[config.mk]
export PLATFORM = sky130hd
export DESIGN_NAME = message_readback
export DESIGN_NICKNAME = d
export VERILOG_FILES = /design/src/rtl/message_readback.sv
export SDC_FILE = /design/constraint.sdc
export NUM_CORES = 1
export LEC_CHECK = 0
export BUFFER_PORTS_ARGS = -buffer_cell sky130_fd_sc_hd__buf_2
export CAP_MARGIN = 30
export CORE_MARGIN = 2
export CORE_UTILIZATION = 46
export DETAILED_ROUTE_END_ITERATION = 7
export MAX_ROUTING_LAYER = met4
export PLACE_DENSITY = 0.78
export SYNTH_ARGS = -nofsm -noshare
export SYNTH_HDL_FRONTEND = slang
export SYNTH_SLANG_ARGS = --single-unit
[constraint.sdc]
create_clock -name clk -period 2.3 [get_ports clk]
set_clock_uncertainty 0.1 [all_clocks]
set_input_delay 0.23 -clock clk [delete_from_list [all_inputs] [get_ports clk]]
set_output_delay 0.23 -clock clk [all_outputs]
set_load 0.01 [all_outputs]
[src/rtl/message_readback.sv]
// message_readback: streams a winning core's decrypted A RAM message out over valid/ready.
// Optional MESSAGE_READBACK_CHAR_CHECK_EN adds a sticky non-[a-z ] character flag.
module message_readback #(
  parameter int NUM_CORES          = 51,
  parameter int LOG_NUM_CORES      = 8,
  parameter int MESSAGE_LENGTH     = 32,
  parameter int MESSAGE_LOG_LENGTH = 5,
  parameter int RAM_WIDTH          = 8
) (
  input  logic                          clk,
  input  logic                          reset,
  input  logic                          start,
  input  logic [LOG_NUM_CORES-1:0]      core_sel,
  output logic [LOG_NUM_CORES-1:0]      rd_core,
  output logic [MESSAGE_LOG_LENGTH-1:0] rd_addr,
  input  logic [RAM_WIDTH-1:0]          rd_data,
  output logic                          out_valid,
  input  logic                          out_ready,
  output logic [RAM_WIDTH-1:0]          out_data,
  output logic                          out_last,
  output logic                          busy,
  output logic                          done,
  output logic                          char_err
);
  typedef enum logic [2:0] {IDLE, READ, CAPTURE, SEND, DONE} state_t;
  localparam logic [MESSAGE_LOG_LENGTH-1:0] LAST = MESSAGE_LOG_LENGTH'(MESSAGE_LENGTH - 1);
  if (NUM_CORES > 2**LOG_NUM_CORES || MESSAGE_LENGTH > 2**MESSAGE_LOG_LENGTH) begin : g_bad_cfg
    $error("message_readback: parameters do not fit their index widths");
  end
  state_t state, state_n;
  logic [MESSAGE_LOG_LENGTH-1:0] idx;
  logic accept, hs;
  always_comb begin
    state_n = state;
    accept  = start && (state == IDLE || state == DONE);
    hs      = state == SEND && out_ready;
    case (state)
      IDLE, DONE: state_n = start ? READ : state;
      READ:       state_n = CAPTURE;
      CAPTURE:    state_n = SEND;
      SEND:       state_n = !out_ready ? SEND : (idx == LAST ? DONE : READ);
      default:    state_n = IDLE;
    endcase
  end
  always_ff @(posedge clk) begin
    if (reset) begin
      state    <= IDLE;
      idx      <= '0;
      rd_core  <= '0;
      out_data <= '0;
    end else begin
      state <= state_n;
      if (accept) begin
        rd_core <= core_sel;
        idx     <= '0;
      end
      if (state == CAPTURE) out_data <= rd_data;
      if (hs && idx != LAST) idx <= idx + 1'b1;
    end
  end
  assign rd_addr   = state == IDLE ? '0 : idx;
  assign out_valid = state == SEND;
  assign out_last  = out_valid && idx == LAST;
  assign busy      = state != IDLE && state != DONE;
  assign done      = state == DONE;
`ifdef MESSAGE_READBACK_CHAR_CHECK_EN
  always_ff @(posedge clk) begin
    if (reset || accept) char_err <= 1'b0;
    else if (hs && !(out_data == 8'h20 || (out_data >= 8'h61 && out_data <= 8'h7A))) char_err <= 1'b1;
  end
`else
  assign char_err = 1'b0;
`endif
endmodule

==> flow_metrics.py <==
metrics = {
    "clock_tree": {
        "cts.sinks": 24,
        "clk_pin_slew_worst_paths_ps": 130,
        "numCtsBuffers": 3,
        "holdBufCountCts": 0,
        "cts_buffer_depth": 2,
        "ctsResizeCount": 0,
        "post-cts-setup-buffers": 0,
        "cts_root_buf": "clkbuf_4",
        "cts_tree": "built",
        "htree_levels": 1,
        "clk_latency_ps": 300,
    },
    "sta": {
        "period_share_pct": 90.87,
        "setup_tns_ps": 0,
        "hold_violations": 0,
        "grt_setup_unrepaired": "false",
        "fmax_mhz": 478.5,
        "tightest_slew_ps": 523.5,
        "fin_crit_ps": 2090,
        "finalMaxSlewViolations": 0,
        "max_slew_margin_pct": 64.94,
        "finalSetupViolations": 0,
    },
    "layout": {
        "design_area_mm2": 0.001309,
        "multi_input_area_um2": 521.8,
        "drive_gt1_share_pct": 31.68,
        "areaGrowthSynthToFinish_pct": 24.23,
        "final_common_cell": "buf_2",
        "num_antenna_cells": 0,
        "num-nets-final": 184,
        "register_area_um2": 480.5,
        "fillCellCount": 203,
        "final_cell_mix": "44 x buf_2, 24 x dfxtp_1, 18 x nand2_1, 13 x nor2_1, 11 x a21oi_1",
    },
    "floorplanning": {
        "die_w_um": 51.86,
        "core_mm2": 0.002191,
        "rows": 17,
        "io_pins": 46,
        "die_y_um": 51.86,
        "start_util_pct": 48.09,
        "dieArea_mm2": 0.002689,
    },
    "worst_hold_path": {
        "hp-class": "input port to flip-flop",
    },
    "yosys": {
        "syn-num-nets": 142,
        "synth_edf_count": 0,
        "syn_inst": 120,
        "ys_seq_area_share_pct": 45.61,
        "ys_async_sr_fraction_pct": 0,
        "synth-seq-cells": 24,
        "synth_cell_types": 28,
        "yosysWarningCount": 0,
        "synth_ff_type": "dfxtp_1",
        "avgSynthCellArea_um2": 8.779,
        "syn_area_mm2": 0.001054,
    },
    "global_routing": {
        "gr-total-overflow": 0,
        "grt_pass1_vias": 814,
        "grt_pass1_wl_um": 3484,
        "grt_use_total_pct": 17.54,
        "antenna_found_initial": 0,
        "grt_start_max_net_pins": 25,
    },
    "route": {
        "wirelength_um": 2159,
        "drc": 0,
        "via_per_inst": 5.196,
        "final_antenna_net_count": 0,
        "wl_per_cell_um": 11.42,
        "drtIter0Drc": 9,
        "firstDrtPassIters": 4,
        "via_count": 982,
    },
    "power": {
        "p_int_mw": 0.5922,
        "netSwitchingPower_mw": 0.2129,
        "ir_drop_uv": 357.1,
        "powerDensity_mw_per_mm2": 615.2,
        "sw_frac_of_total_pct": 26.45,
        "combPwrFrac_pct": 16.7,
        "power.leakage_nw": 0.6243,
        "p_seq_share_pct": 56.7,
        "p_clk_share_pct": 26.6,
    },
    "setup_path": {
        "worstSetupStartpointType": "flip-flop",
        "crit_path_max_fanout": 7,
        "cp-end-kind": "flip-flop",
        "cp_data_required_time_ps": 2430,
        "worst-setup-path-type": "flip-flop to flip-flop",
        "worstPathArrival_ps": 2220,
    },
    "placement": {
        "place_congestion": 0.8107,
        "port_buffers": 44,
        "dpl_cell_area_mm2": 0.001272,
        "post-dp-hpwl_um": 1663,
    },
    "status": {
        "status": "finished, final reports clean",
    },
    "job": {
        "cap_violations": 0,
    },
}
-- cells by family after synthesis --
family | after synthesis | synth area share [%]
buf+inv | 10 | 4.869
mux | 8 | 7.601
other cells | 1 | 0.3560
fa+ha+maj | 2 | 2.375
simple gates | 54 | 27.08
compound gates | 21 | 12.11
flops | 24 | 45.61
-- per-stage QoR --
| step | hold WS (ps) | utilization (%) | std cells | power (mW) | setup slack (ps) |
|---|---|---|---|---|---|
| after floorplan | 199.1 | - | 120 | 0.5546 | 395.9 |
| after global placement | 340.1 | 58.08 | 185 | 0.5969 | 331.7 |
| after detailed placement | 347.4 | 58.08 | 185 | 0.6018 | 211.2 |
| after CTS | 35.48 | 59.74 | 189 | 0.8156 | 182.8 |
| after global routing | 36.74 | 59.74 | 189 | 0.8510 | 81.28 |
| final | 48.22 | 59.74 | 189 | 0.8052 | 209.9 |
-- routing by layer --
metal | up-vias | wire, um | track usage, %
li1 | 495 | - | -
met1 | 458 | 983 | 20.47
met2 | 27 | 1026 | 29.11
met3 | 2 | 131 | 4.310
met4 | 0 | 18 | 6.579
met5 | - | 0 | -
-- state kept, by name, indices dropped and copies added (netlist names) --
register,cells
idx,5
out_data,8
rd_core,8
state,3
-- cell usage after synthesis, types with 2 or more instances --
cell / number / area, um2
dfxtp_1: 24 / 480.5
nand2_1: 18 / 67.56
nor2_1: 13 / 48.80
a21oi_1: 11 / 55.05
mux2i_1: 8 / 80.08
nor2b_1: 6 / 37.54
o211ai_1: 5 / 37.54
a31oi_1: 4 / 25.02
nand3_1: 4 / 20.02
buf_4: 3 / 22.52
clkbuf_1: 3 / 11.26
buf_2: 2 / 10.01
ha_1: 2 / 25.02
inv_1: 2 / 7.510
nand4b_1: 2 / 17.52
-- power by group through the flow --
| stage | Sequential [mW] | Combinational [mW] | Clock [mW] |
|---|---|---|---|
| after floorplan | 0.467 | 0.0875 | 0 |
| after global placement | 0.465 | 0.132 | 0 |
| after detailed placement | 0.466 | 0.136 | 0 |
| after CTS | 0.457 | 0.136 | 0.223 |
| after global routing | 0.461 | 0.150 | 0.240 |
| final | 0.457 | 0.135 | 0.214 |
-- critical path: stages, from the launching register on --
cell	delay (ps)
dfxtp_1	370
ha_1	220
and3_1	190
ha_1	230
nand2b_1	250
or4_1	490
a31oi_1	180
-- layout make-up --
cell class	instances	share of cell area (%)
clock buffer	4	2.772
multi-input combinational	86	39.87
tap	28	2.677
timing repair buffer	45	17.40
sequential	24	36.71
inverter	2	0.5736
-- final timing paths --
kind,from,end,slack (ps),cells after the start
worst max-delay path,idx[0]$_SDFFE_PP0P_,idx[3]$_SDFFE_PP0P_,210,6
worst min-delay path,rd_data[6],out_data[6]$_SDFFE_PP0P_,50,3
worst max register to register,idx[0]$_SDFFE_PP0P_,idx[3]$_SDFFE_PP0P_,210,6
worst min register to register,rd_core[2]$_SDFFE_PP0P_,rd_core[2]$_SDFFE_PP0P_,360,2
(Power assumes the default switching activity.)
